--- src/rtl/mem_arbiter_rr_if.sv ---
// Bus bundle between the round-robin arbiter, its client ports and main memory.
// The slave modport is the arbiter's view; the master modport is the
// environment (clients plus memory) that drives the arbiter.
interface mem_arbiter_rr_if #(
  parameter int N_PORTS   = 2,
  parameter int ADDR_BITS = 28,
  parameter int DATA_BITS = 128,
  parameter int TAG_BITS  = 5
);
  localparam int MASK_BITS = DATA_BITS / 8;

  // client request channel
  logic [N_PORTS-1:0]           port_req_valid;
  logic [N_PORTS-1:0]           port_req_ready;
  logic [N_PORTS-1:0]           port_req_rw;
  logic [N_PORTS*ADDR_BITS-1:0] port_req_addr;
  // client write-data channel
  logic [N_PORTS-1:0]           port_data_valid;
  logic [N_PORTS-1:0]           port_data_ready;
  logic [N_PORTS*DATA_BITS-1:0] port_data_bits;
  logic [N_PORTS*MASK_BITS-1:0] port_data_mask;
  // client read responses
  logic [N_PORTS-1:0]           port_resp_valid;
  logic [DATA_BITS-1:0]         port_resp_data;
  // memory request channel
  logic                         mem_req_valid;
  logic                         mem_req_ready;
  logic                         mem_req_rw;
  logic [ADDR_BITS-1:0]         mem_req_addr;
  logic [TAG_BITS-1:0]          mem_req_tag;
  // memory write-data channel
  logic                         mem_req_data_valid;
  logic                         mem_req_data_ready;
  logic [DATA_BITS-1:0]         mem_req_data_bits;
  logic [MASK_BITS-1:0]         mem_req_data_mask;
  // memory responses
  logic                         mem_resp_valid;
  logic [DATA_BITS-1:0]         mem_resp_data;
  logic [TAG_BITS-1:0]          mem_resp_tag;
  // sticky unroutable-tag flag
  logic                         tag_err;

  modport slave (
    input  port_req_valid, port_req_rw, port_req_addr,
    input  port_data_valid, port_data_bits, port_data_mask,
    input  mem_req_ready, mem_req_data_ready,
    input  mem_resp_valid, mem_resp_data, mem_resp_tag,
    output port_req_ready, port_data_ready, port_resp_valid, port_resp_data,
    output mem_req_valid, mem_req_rw, mem_req_addr, mem_req_tag,
    output mem_req_data_valid, mem_req_data_bits, mem_req_data_mask,
    output tag_err
  );

  modport master (
    output port_req_valid, port_req_rw, port_req_addr,
    output port_data_valid, port_data_bits, port_data_mask,
    output mem_req_ready, mem_req_data_ready,
    output mem_resp_valid, mem_resp_data, mem_resp_tag,
    input  port_req_ready, port_data_ready, port_resp_valid, port_resp_data,
    input  mem_req_valid, mem_req_rw, mem_req_addr, mem_req_tag,
    input  mem_req_data_valid, mem_req_data_bits, mem_req_data_mask,
    input  tag_err
  );
endinterface

--- src/rtl/mem_arbiter_rr.sv ---
// N-port round-robin arbiter onto a single tagged main-memory interface.
// Reads are limited per port by an outstanding-read credit counter; a granted
// write locks the data channel to its owner for WRITE_BEATS beats. Responses
// are routed back by tag, and an out-of-range tag raises a sticky error flag.
module mem_arbiter_rr #(
  parameter int N_PORTS         = 2,
  parameter int ADDR_BITS       = 28,
  parameter int DATA_BITS       = 128,
  parameter int TAG_BITS        = 5,
  parameter int WRITE_BEATS     = 4,
  parameter int MAX_OUTSTANDING = 4
) (
  input  logic            clk,
  input  logic            reset,   // asynchronous, active low
  mem_arbiter_rr_if.slave bus
);
  localparam int PTR_BITS  = (N_PORTS > 1) ? $clog2(N_PORTS) : 1;
  localparam int CRED_BITS = $clog2(MAX_OUTSTANDING + 1);
  localparam int BEAT_BITS = (WRITE_BEATS > 1) ? $clog2(WRITE_BEATS) : 1;
  localparam int MASK_BITS = DATA_BITS / 8;

  localparam logic [CRED_BITS-1:0] CRED_MAX  = CRED_BITS'(MAX_OUTSTANDING);
  localparam logic [BEAT_BITS-1:0] LAST_BEAT = BEAT_BITS'(WRITE_BEATS - 1);
  localparam logic [PTR_BITS-1:0]  LAST_PORT = PTR_BITS'(N_PORTS - 1);

  typedef enum logic {ST_REQ, ST_WDATA} state_t;

  state_t               state_q;
  logic [PTR_BITS-1:0]  rr_ptr_q;
  logic                 hold_q;
  logic [PTR_BITS-1:0]  hold_port_q;
  logic [PTR_BITS-1:0]  owner_q;
  logic [BEAT_BITS-1:0] beat_q;
  logic                 tag_err_q;

  logic [N_PORTS-1:0]   credit_full;
  logic [N_PORTS-1:0]   elig;
  logic [N_PORTS-1:0]   rsp_hit;
  logic [PTR_BITS-1:0]  search_port;
  logic                 any_elig;
  logic [PTR_BITS-1:0]  grant;
  logic                 grant_rw;
  logic                 fire;
  logic                 in_wdata;
  logic                 beat_fire;
  logic                 tag_ok;

  // Port index base+offs, wrapped modulo N_PORTS.
  function automatic logic [PTR_BITS-1:0] wrap_add(input logic [PTR_BITS-1:0] base,
                                                   input int offs);
    int sum;
    sum = int'(base) + offs;
    if (sum >= N_PORTS) sum = sum - N_PORTS;
    return PTR_BITS'(sum);
  endfunction

  genvar gi;
  generate
    for (gi = 0; gi < N_PORTS; gi++) begin : g_port
      logic [CRED_BITS-1:0] credit_q;
      logic [CRED_BITS-1:0] credit_d;
      logic                 inc;
      logic                 dec;

      // Writes never consume credit; reads stop at the outstanding limit.
      assign credit_full[gi] = (credit_q >= CRED_MAX);
      assign elig[gi]        = bus.port_req_valid[gi] & (bus.port_req_rw[gi] | ~credit_full[gi]);
      assign rsp_hit[gi]     = bus.mem_resp_valid & (bus.mem_resp_tag == TAG_BITS'(gi));

      assign bus.port_req_ready[gi]  = fire & (grant == PTR_BITS'(gi));
      assign bus.port_data_ready[gi] = in_wdata & bus.mem_req_data_ready & (owner_q == PTR_BITS'(gi));
      assign bus.port_resp_valid[gi] = reset & rsp_hit[gi];

      assign inc = fire & ~grant_rw & (grant == PTR_BITS'(gi));
      assign dec = rsp_hit[gi];

      // Saturating credit update; a simultaneous issue and response cancel out.
      always_comb begin
        credit_d = credit_q;
        if (inc && !dec && credit_q != CRED_MAX)
          credit_d = credit_q + CRED_BITS'(1);
        else if (dec && !inc && credit_q != '0)
          credit_d = credit_q - CRED_BITS'(1);
      end

      // Per-port outstanding-read counter.
      always_ff @(posedge clk or negedge reset) begin
        if (!reset) credit_q <= '0;
        else        credit_q <= credit_d;
      end
    end
  endgenerate

  // First eligible port at or after rr_ptr, wrapping; lowest offset wins.
  always_comb begin
    search_port = rr_ptr_q;
    any_elig    = 1'b0;
    for (int k = N_PORTS - 1; k >= 0; k--) begin
      if (elig[wrap_add(rr_ptr_q, k)]) begin
        search_port = wrap_add(rr_ptr_q, k);
        any_elig    = 1'b1;
      end
    end
  end

  // A stalled grant is frozen so addr/rw/tag stay stable until accepted.
  assign grant    = hold_q ? hold_port_q : search_port;
  assign grant_rw = bus.port_req_rw[grant];

  assign bus.mem_req_valid = reset & (state_q == ST_REQ) & (hold_q | any_elig);
  assign bus.mem_req_rw    = grant_rw;
  assign bus.mem_req_addr  = bus.port_req_addr[grant*ADDR_BITS +: ADDR_BITS];
  assign bus.mem_req_tag   = TAG_BITS'(grant);
  assign fire              = bus.mem_req_valid & bus.mem_req_ready;

  assign in_wdata               = reset & (state_q == ST_WDATA);
  assign bus.mem_req_data_valid = in_wdata & bus.port_data_valid[owner_q];
  assign bus.mem_req_data_bits  = bus.port_data_bits[owner_q*DATA_BITS +: DATA_BITS];
  assign bus.mem_req_data_mask  = bus.port_data_mask[owner_q*MASK_BITS +: MASK_BITS];
  assign beat_fire              = bus.mem_req_data_valid & bus.mem_req_data_ready;

  assign tag_ok             = ({1'b0, bus.mem_resp_tag} < (TAG_BITS + 1)'(N_PORTS));
  assign bus.port_resp_data = bus.mem_resp_data;
  assign bus.tag_err        = tag_err_q;

  // Request/write-data phase control, round-robin pointer and error flag.
  always_ff @(posedge clk or negedge reset) begin
    if (!reset) begin
      state_q     <= ST_REQ;
      rr_ptr_q    <= '0;
      hold_q      <= 1'b0;
      hold_port_q <= '0;
      owner_q     <= '0;
      beat_q      <= '0;
      tag_err_q   <= 1'b0;
    end else begin
      case (state_q)
        ST_REQ: begin
          if (fire) begin
            hold_q   <= 1'b0;
            rr_ptr_q <= (grant == LAST_PORT) ? '0 : grant + PTR_BITS'(1);
            if (grant_rw) begin
              owner_q <= grant;
              beat_q  <= '0;
              state_q <= ST_WDATA;
            end
          end else if (bus.mem_req_valid) begin
            hold_q      <= 1'b1;
            hold_port_q <= grant;
          end
        end
        ST_WDATA: begin
          if (beat_fire) begin
            beat_q <= beat_q + BEAT_BITS'(1);
            if (beat_q == LAST_BEAT) state_q <= ST_REQ;
          end
        end
        default: state_q <= ST_REQ;
      endcase
      if (bus.mem_resp_valid && !tag_ok) tag_err_q <= 1'b1;
    end
  end
endmodule

--- src/flat_wrapper.sv ---
// flat-port wrapper written by rule: the top's interface ports become plain ports
module mem_arbiter_rr_flat 
#(
  parameter int N_PORTS         = 2,
  parameter int ADDR_BITS       = 28,
  parameter int DATA_BITS       = 128,
  parameter int TAG_BITS        = 5,
  parameter int WRITE_BEATS     = 4,
  parameter int MAX_OUTSTANDING = 4
)
  (clk, reset, bus_port_req_valid, bus_port_req_rw, bus_port_req_addr, bus_port_data_valid, bus_port_data_bits, bus_port_data_mask, bus_mem_req_ready, bus_mem_req_data_ready, bus_mem_resp_valid, bus_mem_resp_data, bus_mem_resp_tag, bus_port_req_ready, bus_port_data_ready, bus_port_resp_valid, bus_port_resp_data, bus_mem_req_valid, bus_mem_req_rw, bus_mem_req_addr, bus_mem_req_tag, bus_mem_req_data_valid, bus_mem_req_data_bits, bus_mem_req_data_mask, bus_tag_err);
  mem_arbiter_rr_if #(.N_PORTS(N_PORTS), .ADDR_BITS(ADDR_BITS), .DATA_BITS(DATA_BITS), .TAG_BITS(TAG_BITS)) bus_i ();
  input  logic clk;
  input  logic reset;
  input wire logic [$bits(bus_i.port_req_valid)-1:0] bus_port_req_valid;
  input wire logic [$bits(bus_i.port_req_rw)-1:0] bus_port_req_rw;
  input wire logic [$bits(bus_i.port_req_addr)-1:0] bus_port_req_addr;
  input wire logic [$bits(bus_i.port_data_valid)-1:0] bus_port_data_valid;
  input wire logic [$bits(bus_i.port_data_bits)-1:0] bus_port_data_bits;
  input wire logic [$bits(bus_i.port_data_mask)-1:0] bus_port_data_mask;
  input wire logic [$bits(bus_i.mem_req_ready)-1:0] bus_mem_req_ready;
  input wire logic [$bits(bus_i.mem_req_data_ready)-1:0] bus_mem_req_data_ready;
  input wire logic [$bits(bus_i.mem_resp_valid)-1:0] bus_mem_resp_valid;
  input wire logic [$bits(bus_i.mem_resp_data)-1:0] bus_mem_resp_data;
  input wire logic [$bits(bus_i.mem_resp_tag)-1:0] bus_mem_resp_tag;
  output wire logic [$bits(bus_i.port_req_ready)-1:0] bus_port_req_ready;
  output wire logic [$bits(bus_i.port_data_ready)-1:0] bus_port_data_ready;
  output wire logic [$bits(bus_i.port_resp_valid)-1:0] bus_port_resp_valid;
  output wire logic [$bits(bus_i.port_resp_data)-1:0] bus_port_resp_data;
  output wire logic [$bits(bus_i.mem_req_valid)-1:0] bus_mem_req_valid;
  output wire logic [$bits(bus_i.mem_req_rw)-1:0] bus_mem_req_rw;
  output wire logic [$bits(bus_i.mem_req_addr)-1:0] bus_mem_req_addr;
  output wire logic [$bits(bus_i.mem_req_tag)-1:0] bus_mem_req_tag;
  output wire logic [$bits(bus_i.mem_req_data_valid)-1:0] bus_mem_req_data_valid;
  output wire logic [$bits(bus_i.mem_req_data_bits)-1:0] bus_mem_req_data_bits;
  output wire logic [$bits(bus_i.mem_req_data_mask)-1:0] bus_mem_req_data_mask;
  output wire logic [$bits(bus_i.tag_err)-1:0] bus_tag_err;
  assign bus_i.port_req_valid = bus_port_req_valid;
  assign bus_i.port_req_rw = bus_port_req_rw;
  assign bus_i.port_req_addr = bus_port_req_addr;
  assign bus_i.port_data_valid = bus_port_data_valid;
  assign bus_i.port_data_bits = bus_port_data_bits;
  assign bus_i.port_data_mask = bus_port_data_mask;
  assign bus_i.mem_req_ready = bus_mem_req_ready;
  assign bus_i.mem_req_data_ready = bus_mem_req_data_ready;
  assign bus_i.mem_resp_valid = bus_mem_resp_valid;
  assign bus_i.mem_resp_data = bus_mem_resp_data;
  assign bus_i.mem_resp_tag = bus_mem_resp_tag;
  assign bus_port_req_ready = bus_i.port_req_ready;
  assign bus_port_data_ready = bus_i.port_data_ready;
  assign bus_port_resp_valid = bus_i.port_resp_valid;
  assign bus_port_resp_data = bus_i.port_resp_data;
  assign bus_mem_req_valid = bus_i.mem_req_valid;
  assign bus_mem_req_rw = bus_i.mem_req_rw;
  assign bus_mem_req_addr = bus_i.mem_req_addr;
  assign bus_mem_req_tag = bus_i.mem_req_tag;
  assign bus_mem_req_data_valid = bus_i.mem_req_data_valid;
  assign bus_mem_req_data_bits = bus_i.mem_req_data_bits;
  assign bus_mem_req_data_mask = bus_i.mem_req_data_mask;
  assign bus_tag_err = bus_i.tag_err;
  mem_arbiter_rr #(.N_PORTS(N_PORTS), .ADDR_BITS(ADDR_BITS), .DATA_BITS(DATA_BITS), .TAG_BITS(TAG_BITS), .WRITE_BEATS(WRITE_BEATS), .MAX_OUTSTANDING(MAX_OUTSTANDING)) u_core (.clk(clk), .reset(reset), .bus(bus_i));
endmodule
--- config.mk ---
export PLATFORM = sky130hd
export DESIGN_NAME = mem_arbiter_rr_flat
export DESIGN_NICKNAME = d
export VERILOG_FILES = /design/src/rtl/mem_arbiter_rr_if.sv /design/src/rtl/mem_arbiter_rr.sv /design/src/flat_wrapper.sv
export SDC_FILE = /design/constraint.sdc
export NUM_CORES = 1
export LEC_CHECK = 0
export CAP_MARGIN = 10
export CORE_AREA = 5 5 306 308
export DETAILED_ROUTE_END_ITERATION = 6
export DIE_AREA = 0 0 311 313
export PLACE_DENSITY = 0.35
export SLEW_MARGIN = 40
export SYNTH_ARGS = -nofsm -noshare
export SYNTH_HDL_FRONTEND = slang
export SYNTH_SLANG_ARGS = --single-unit
--- constraint.sdc ---
create_clock -name clk -period 7.5 [get_ports clk]
set_clock_uncertainty 0.05 [all_clocks]
set_input_delay 0.75 -clock clk [delete_from_list [all_inputs] [get_ports clk]]
set_output_delay 0.75 -clock clk [all_outputs]
set_load 0.01 [all_outputs]
# Word-level counts from Yosys, hierarchy flattened

Cells that the tools add are included.

Reduce and logical (&&, ||, !) cells: 25
Equality and inequality tests: 7
Magnitude comparators: 9
$mul: 1
Shift operators: 3
Multiplexer cells: 31
$add $sub $neg: 9
Bitwise logic cells: 30

Operators by type and width:

| cell                                                                         | number |
|---|---|
| 256-bit by 9-bit variable part select with 128-bit output                    | 1 |
| 56-bit by 7-bit variable part select with 28-bit output                      | 1 |
| 32-bit by 6-bit variable part select with 16-bit output                      | 1 |
| 1-bit two-way mux                                                            | 22 |
| 1-bit AND                                                                    | 20 |
| 3-bit two-way mux                                                            | 4 |
| 1-bit logical AND                                                            | 9 |
| 3-bit AND reduction                                                          | 3 |
| 1-bit by 2-bit less-than comparator with 1-bit output, second input constant | 4 |
| 1-bit NOT                                                                    | 7 |
| 3-bit by 1-bit adder with 3-bit output, second input constant                | 2 |
| 3-bit >= comparator, second input constant                                   | 2 |
| 2-bit two-way mux                                                            | 3 |
| 3-bit inequality test, second input constant                                 | 2 |
| 2-bit nonzero test                                                           | 3 |
| 3-bit nonzero test                                                           | 2 |
| 3-bit by 1-bit subtractor with 3-bit output, second input constant           | 2 |
| 5-bit by 1-bit equality test with 1-bit output, second input constant        | 1 |
| 1-bit zero test                                                              | 5 |
| 5-bit zero test                                                              | 1 |
| 5-bit by 2-bit less-than comparator with 1-bit output, second input constant | 1 |
| 1-bit by 3-bit multiplier with 4-bit output, second input constant           | 1 |
| 2-bit by 1-bit inequality test with 1-bit output, second input constant      | 2 |
| 2-bit case mux with 2 select lines                                           | 1 |
| other kinds (11)                                                             | 15 |

Logic and storage cells: 124
Register bits: 14
Bits of input ports: 488

# Depth between registers and ports, before layout

Gate-level depths: netlist of run 1.

Word-level depth: 19
Gate-level depth with buffers: 10
Mapped depth without buffers: 9

# Worst setup path before layout of run 1

OpenSTA, ideal clock, no wires.

Path kind: input to output
From: in bus_port_req_rw[1]
To: out bus_mem_req_addr[17]
Arrival time: 2,154 ps
Required time: 6,700 ps
Stages on the path: 5
Setup slack: 4,546 ps
Path buffers: 1
Cell sequence: nand2b_1 and2_1 o311ai_4 clkbuf_1 mux2_2

Word-level cells in the longest chain between the ends: 9
Elaborated cells between the ends (all ways): 11

Ends and longest elaborated chain:

| item                                                        | RTL line              | text |
|---|---|---|
| start: declaration                                          | flat_wrapper.sv:16    | `input wire logic [$bits(bus_i.port_req_rw)-1:0] bus_port_req_rw;` |
| 1-bit OR (*)                                                | mem_arbiter_rr.sv:67  | `assign elig[gi] = bus.port_req_valid[gi] & (bus.port_req_rw[gi] \| ~credit_full[gi]);` |
| 1-bit AND (*)                                               | mem_arbiter_rr.sv:67  |  |
| 1-bit two-way mux (implied by the code) (2 in series)       | mem_arbiter_rr.sv:99  | `if (elig[wrap_add(rr_ptr_q, k)]) begin` |
| 1-bit two-way mux                                           | mem_arbiter_rr.sv:99  |  |
| 1-bit two-way mux (*)                                       | mem_arbiter_rr.sv:99  |  |
| 1-bit two-way mux (*)                                       | mem_arbiter_rr.sv:107 | `assign grant = hold_q ? hold_port_q : search_port;` |
| 1-bit by 3-bit multiplier with 4-bit output (*)             | mem_arbiter_rr.sv:112 | `assign bus.mem_req_addr = bus.port_req_addr[grant*ADDR_BITS +: ADDR_BITS];` |
| 56-bit by 7-bit variable part select with 28-bit output (*) | mem_arbiter_rr.sv:112 |  |
| end: declaration                                            | flat_wrapper.sv:32    | `output wire logic [$bits(bus_i.mem_req_addr)-1:0] bus_mem_req_addr;` |

Mark *: on every way between the ends. The rest lies on a longest branch, timed or not. The select of a mux whose other input is x is not followed.

# Worst setup path in the final report of run 1

From: in bus_port_req_rw[1]
To: out bus_mem_req_addr[25]

Same word-level chain as after synthesis.

==> flow_summary.json, run 1 <==
{
  "status": "complete, no violations",
  "routed_wl_mm": 38.2,
  "area_growth_pct": 148,
  "switching_share": 0.365,
  "finalHoldViolCount": 0,
  "gp_congestion": 0.777,
  "postCtsSetupBuffers": 0,
  "grt-ovfl-total": 0,
  "seq_power_share": 0.106,
  "worstHoldStart": "u_core.bus.tag_err",
  "crit_path_start_kind": "input pin",
  "synth.largest_area_cell": "mux2_2",
  "slew_violations": 0,
  "synthTopCellsByArea": "mux2_2 (49%), buf_4 (25%), dfrtp_1 (8.7%)",
  "synth_cell_type_count": 45,
  "power_switching_uw": 511,
  "r2r-end": "u_core.g_port[1].credit_q[2]",
  "intPower_uw": 889,
  "syn_avg_cell_area_um2": 9.39,
  "design_area_um2": 10000,
  "rsz0062_at_grt": "no",
  "clock-sinks": 14,
  "yosysSeqAreaShare": 0.0867,
  "grt_pass1_vias": 5437,
  "routed_via_density": 2.42,
  "vias": 4885,
  "worstSetupPathType": "input pin to output port",
  "cp_common_cell": "clkdlybuf4s50_1",
  "setup_viol": 0,
  "whs_ps": 427,
  "grt_usage": 0.0730,
  "core_um2": 90800,
  "routedWlPerCell_um": 18.9,
  "p_leak_nw": 3.38,
  "dieArea_um2": 97300,
  "drt-initial-drc-count": 163,
  "synth_area_um2": 4040,
  "tightest_slew_ps": 795,
  "combPwrFrac": 0.813,
  "rrSetupSlack_ps": 4650,
  "power_per_cell_area_nw_per_um2": 140,
  "max-slew-margin-rel": 0.470,
  "route.detailed.drc": 0,
  "drt_first_pass_iters": 4,
  "grt_max_degree": 113,
  "critPathRequiredTime_ps": 6700,
  "crit_path_max_fanout": 30,
  "cts_resized": 0,
  "cp-startpoint": "bus_port_req_rw[1]",
  "dp.cells": 2011,
  "portBuffers": 542,
  "antenna_found_initial": 29,
  "rr_worst_depth": 7,
  "die_w_um": 311,
  "cts_tree": "yes",
  "std_cell_rows": 111,
  "synth_top_cell_area_share": 0.485,
  "clockRootBuffer": "clkbuf_16",
  "arrival_ps": 3400,
  "clkTransAtPathRegs_ps": 50,
  "end_kind": "output port",
  "fin_crit_sh": 0.561,
  "hold_path.class": "flip-flop to flip-flop",
  "final_net_count": 1321,
  "hold_path_end": "u_core.bus.tag_err",
  "timing.rr.start": "u_core.state_q",
  "tns_ps": 0,
  "numCtsBuffers": 3,
  "io_pins": 803,
  "max_cap_violations": 0,
  "die_h_um": 313,
  "worst_slack_ps": 3300,
  "fmax_ghz": 0.238,
  "cts_hold_buf": 0,
  "cts_buffer_depth": 2,
  "place_area_um2": 9920,
  "pwr-share-clk": 0.081,
  "hold_depth": 1,
  "initial_utilization": 0.0445,
  "clkLatencyLatePin_ps": 250,
  "irDropWorstVdd_mv": 0.121,
  "yosys_warnings": 0,
  "drive_above_1_share": 0.233,
  "grt_pass1_wl_mm": 48.8,
  "dp_hpwl_mm": 35.7,
  "crit_slowest_cell": "clkdlybuf4s50_1",
  "post-route-min-period_ps": 4200,
  "ant_nets": 0,
  "pre_cts_slack_ps": 3290,
  "htree_levels": 1,
  "postSynthCellCount": 430,
  "ys_seq_elements": 14,
  "critical_path.max_stage_delay_ps": 530,
  "path_cells": "clkdlybuf4s50_1 -> nand2b_1 -> and2_1 -> o311ai_4 -> buf_4 -> mux2_2 -> clkdlybuf4s50_1",
  "finalNonFillerCells": 2016
}
==> power by group through the flow <==
stage	registers, mW	clock network [mW]	logic (mW)
after global routing	0.155	0.120	1.22
final	0.148	0.114	1.14
after CTS	0.150	0.118	1.16
after detailed placement	0.151	0	1.16
after global placement	0.150	0	1.15
after floorplan	0.125	0	0.591
==> synthesized netlist by cell type, drive strengths merged <==
master and instances:
xnor2 1, or3 2, mux2i 3, nor3 5
dfrtp 14, a311oi 1, nand4b 1, o311ai 1
nor2 15, and2 2, nor4 2, a21oi 4
nand3 4, a21o 3, buf 138, mux4 1
mux2 174, a2111oi 2, nand3b 1, a22o 1
clkbuf 15, nor2b 2, o31ai 1, or2b 1
and3b 1, inv 9, fa 2, ha 1
nand2 8, nand2b 3, o2111ai 1, a221oi 1
xor2 4, or2 1, o21bai 1, o21ai 3
conb 1
==> sequential cells by signal (all words and copies together) (netlist names) <==
| name | flops |
|---|---|
| u_core.state_q | 1 |
| u_core.bus.tag_err | 1 |
| u_core.hold_q | 1 |
| u_core.rr_ptr_q | 1 |
| u_core.g_port.credit_q | 6 |
| u_core.beat_q | 2 |
| u_core.hold_port_q | 1 |
| u_core.owner_q | 1 |
==> stage by stage <==
step / total power [mW] / utilization
final: 1.40 / 0.110
after global routing: 1.49 / 0.110
after CTS: 1.43 / 0.110
after detailed placement: 1.31 / 0.109
after global placement: 1.30 / 0.109
after floorplan: 0.716 / -
==> worst max-delay path by stage <==
stage                       endpoint  slack [ps]  depth (start not counted)
3_3_place_gp   bus_port_req_ready[0]        3370                          8
5_1_grt        bus_port_req_ready[0]        3140                          8
3_5_place_dp    bus_mem_req_addr[25]        3290                          7
4_1_cts         bus_mem_req_addr[25]        3300                          7
6_report        bus_mem_req_addr[25]        3300                          7
2_1_floorplan   bus_mem_req_addr[17]        4550                          5
==> cell type report <==
| type | count | area [µm²] |
|---|---|---|
| diodes | 1 | 2.50 |
| fillers | 10462 | 80800 |
| inverters | 9 | 33.8 |
| flip-flops and latches | 14 | 354 |
| well taps | 1186 | 1480 |
| repair buffers | 545 | 5460 |
| multi-input cells | 257 | 2590 |
| clock buffers | 4 | 88.8 |
==> cells in the final DEF (no fill, tap or decap), drive strengths merged, types with 3 or more instances in the layout <==
cell and n:
inv 9, nand3 4, clkbuf 4, a21oi 4, nand2b 3, a21o 3
xor2 4, nand2 8, conb 4, buf 3, mux2 174, nor2 15
dfrtp 14, o21ai 3, clkdlybuf4s50 542, nor3 5, mux2i 3
==> cell families after synthesis <==
| logic type | Yosys count | synth area share |
|---|---|---|
| fa+ha+maj | 3 | 0.0130 |
| buf+inv | 162 | 0.275 |
| xor+xnor | 5 | 0.0127 |
| flops | 14 | 0.0867 |
| mux | 178 | 0.499 |
| other cells | 1 | 0.000928 |
| compound gates | 19 | 0.0499 |
| simple gates | 48 | 0.0626 |
==> critical path: cells and delay by family <==
kind / cells / cell delay, ps
buf+inv: 3 / 1470
simple gates: 2 / 430
mux: 1 / 390
compound gates: 1 / 340
==> routing by layer <==
metal  GRT usage  up-vias  wire (µm)
met2       0.127      497      17900
met5           0        -         72
li1            -     2163          -
met3      0.0418       65       5260
met1      0.0778     2148      14100
met4      0.0155       12        872
Note: power is estimated with default switching activity, not from simulation.
==> run 2, diff against run 1 <==
--- a/config.mk
+++ b/config.mk
@@ -6,10 +6,10 @@
 export NUM_CORES = 1
 export LEC_CHECK = 0
 export CAP_MARGIN = 10
-export CORE_AREA = 5 5 306 308
+export CORE_AREA = 5 5 313 315
 export DETAILED_ROUTE_END_ITERATION = 6
-export DIE_AREA = 0 0 311 313
-export PLACE_DENSITY = 0.35
+export DIE_AREA = 0 0 318 320
+export PLACE_DENSITY = 0.34
 export SLEW_MARGIN = 40
 export SYNTH_ARGS = -nofsm -noshare
 export SYNTH_HDL_FRONTEND = slang
==> constraint.sdc (replaced) <==
create_clock -name clk -period 3.9 [get_ports clk]
set_clock_uncertainty 0.05 [all_clocks]
set_input_delay 0.39 -clock clk [delete_from_list [all_inputs] [get_ports clk]]
set_output_delay 0.39 -clock clk [all_outputs]
set_load 0.01 [all_outputs]
==> run 2 against run 1 <==
First-iteration DRC count is 41% lower. Critical path depth stayed put. Worst hold slack gained 27 ps. Core utilization down 0.21 points. Routed wire length grew 22%. Clock power increased by 110%. Sequential cell count is the same. Non-clock buffer count increased by 11. Power rose by 100%. Critical path type unchanged. Critical endpoint is now bus_mem_req_addr[0].
==> flow_summary.json, run 2 (synthesis results as in run 1) <==
{
  "path_depth": 7,
  "clock-sinks": 14,
  "vias": 5004,
  "core_um2": 94600,
  "tightest_slew_ps": 847,
  "irDropWorstVdd_mv": 0.152,
  "largest_reg_flops": 6,
  "fin_crit_sh": 0.934,
  "antenna_found_initial": 40,
  "area_growth_pct": 153,
  "grt_pass1_vias": 5723,
  "crit_path_max_fanout": 23,
  "arrival_ps": 3200,
  "cts_buffer_depth": 2,
  "htree_levels": 1,
  "worst_slack_ps": 256,
  "fmax_ghz": 0.274,
  "pre_cts_slack_ps": 297,
  "clockRootBuffer": "clkbuf_16",
  "dp_hpwl_mm": 44.0,
  "cts_hold_buf": 0,
  "initial_utilization": 0.0427,
  "dieArea_um2": 102000,
  "portBuffers": 542,
  "rr_worst_depth": 8,
  "cts_resized": 0,
  "drt_first_pass_iters": 4,
  "p_leak_nw": 3.43,
  "critical_path.max_stage_delay_ps": 700,
  "routed_wl_mm": 46.7,
  "crit_path_start_kind": "input pin",
  "crit_slowest_cell": "o311ai_4",
  "routedWlPerCell_um": 22.1,
  "hold_depth": 1,
  "final_net_count": 1332,
  "std_cell_rows": 113,
  "worstSetupPathType": "input pin to output port",
  "crit_family": "buffers and inverters",
  "multi_input_area_um2": 2590,
  "drive_above_1_share": 0.243,
  "max_cap_violations": 0,
  "rsz0062_at_grt": "no",
  "reg.largest.list": "u_core.g_port.credit_q: 6 flops, u_core.beat_q: 2 flops",
  "ant_nets": 0,
  "clkLatencyLatePin_ps": 250,
  "grt_usage": 0.0864,
  "die_w_um": 318,
  "cp_common_cell": "clkdlybuf4s50_1",
  "power_per_cell_area_nw_per_um2": 273,
  "grt_pass1_wl_mm": 58.4,
  "die_h_um": 320,
  "end_kind": "output port",
  "finalHoldViolCount": 0,
  "slew_violations": 0,
  "clkTransAtPathRegs_ps": 60,
  "max-slew-margin-rel": 0.434,
  "regArea_um2": 354,
  "io_pins": 803,
  "post-route-min-period_ps": 3640,
  "grt-ovfl-total": 0,
  "hold_path.class": "flip-flop to flip-flop",
  "drt-initial-drc-count": 96,
  "final_common_cell": "clkdlybuf4s50_1",
  "postCtsSetupBuffers": 0,
  "path_cells": "clkdlybuf4s50_1 -> nand2b_1 -> and2_1 -> o311ai_4 -> buf_12 -> mux2_2 -> clkdlybuf4s50_1",
  "gp_congestion": 0.781,
  "p_total_mw": 2.79,
  "setup_viol": 0,
  "critPathRequiredTime_ps": 3460,
  "final_cell_mix": "clkdlybuf4s50_1 (542), mux2_2 (174), nor2_1 (15), dfrtp_1 (13), buf_4 (12)",
  "cts_tree": "yes",
  "grt_max_degree": 33,
  "n_fill_cell": 10818,
  "route.detailed.drc": 0,
  "status": "complete, no violations",
  "routed_via_density": 2.37,
  "numCtsBuffers": 3,
  "tns_ps": 0,
  "top_register": "u_core.g_port.credit_q",
  "cp.buffers_inverters": 3,
  "whs_ps": 454
}
-- run 2: cell types whose count changed in the layout (fill, tap and decap cells not counted) --
cell and change:
buf_4 +10, diode_2 +8, buf_12 +1
-- run 2: per-layer routing --
| layer | vias to the layer above | GRT usage | part of all wire | wire, µm |
|---|---|---|---|---|
| met1 | 2180 | 0.0881 | 0.35 | 16300 |
| met2 | 521 | 0.147 | 0.46 | 21400 |
| met3 | 86 | 0.0541 | 0.15 | 7080 |
| met4 | 14 | 0.0264 | 0.038 | 1790 |
| met5 | - | 0 | 0.0021 | 96 |
| li1 | 2203 | - | - | - |
-- run 2: final timing paths --
check	from	end	slack (ps)
worst max-delay path	bus_port_req_rw[1]	bus_mem_req_addr[0]	260
min in group asynchronous	reset	u_core.g_port[1].credit_q[2]	520
worst min-delay path	u_core.bus.tag_err	u_core.bus.tag_err	450
worst min register to register	u_core.bus.tag_err	u_core.bus.tag_err	450
max in group asynchronous	reset	u_core.owner_q	3020
worst max register to register	u_core.g_port[1].credit_q[2]	u_core.g_port[1].credit_q[2]	950
-- run 2: metrics by stage --
stage / util / instances / instance area, µm²
final: 0.108 / 2114 / 10200
after detailed placement: 0.107 / 2101 / 10100
after global routing: 0.108 / 2105 / 10200
after global placement: 0.107 / 2101 / 10100
after floorplan: - / 433 / 4050
after CTS: 0.108 / 2105 / 10200
-- run 2: report_power, final --
part	internal (mW)	total (mW)	switching (mW)
sequential	0.194	0.273	0.0789
clock	0.156	0.234	0.0774
combinational	1.39	2.29	0.893
-- run 2: worst reg2reg max path, cell delays in order (launching register included) --
cell and delay, ps:
dfrtp_1 440, nor2b_2 200, o2111ai_4 270, o311ai_4 320
nor3_2 310, nand3_1 130, fa_1 390, or2_0 250
mux4_1 480
-- run 2: cell type report --
type | count | area share
Multi-Input combinational cell | 257 | 0.253
Antenna cell | 9 | 0.00220
Clock buffer | 4 | 0.00869
Sequential cell | 14 | 0.0346
Timing Repair Buffer | 556 | 0.543
Tap cell | 1265 | 0.155
Inverter | 9 | 0.00330
==> run 3, diff against run 2 <==
--- a/config.mk
+++ b/config.mk
@@ -10,7 +10,7 @@
 export DETAILED_ROUTE_END_ITERATION = 6
 export DIE_AREA = 0 0 318 320
 export PLACE_DENSITY = 0.34
-export SLEW_MARGIN = 40
+export SLEW_MARGIN = 20
 export SYNTH_ARGS = -nofsm -noshare
 export SYNTH_HDL_FRONTEND = slang
 export SYNTH_SLANG_ARGS = --single-unit
==> results of run 3 <==
Same layout as run 2: the final DEF is identical, and so are final timing and power.
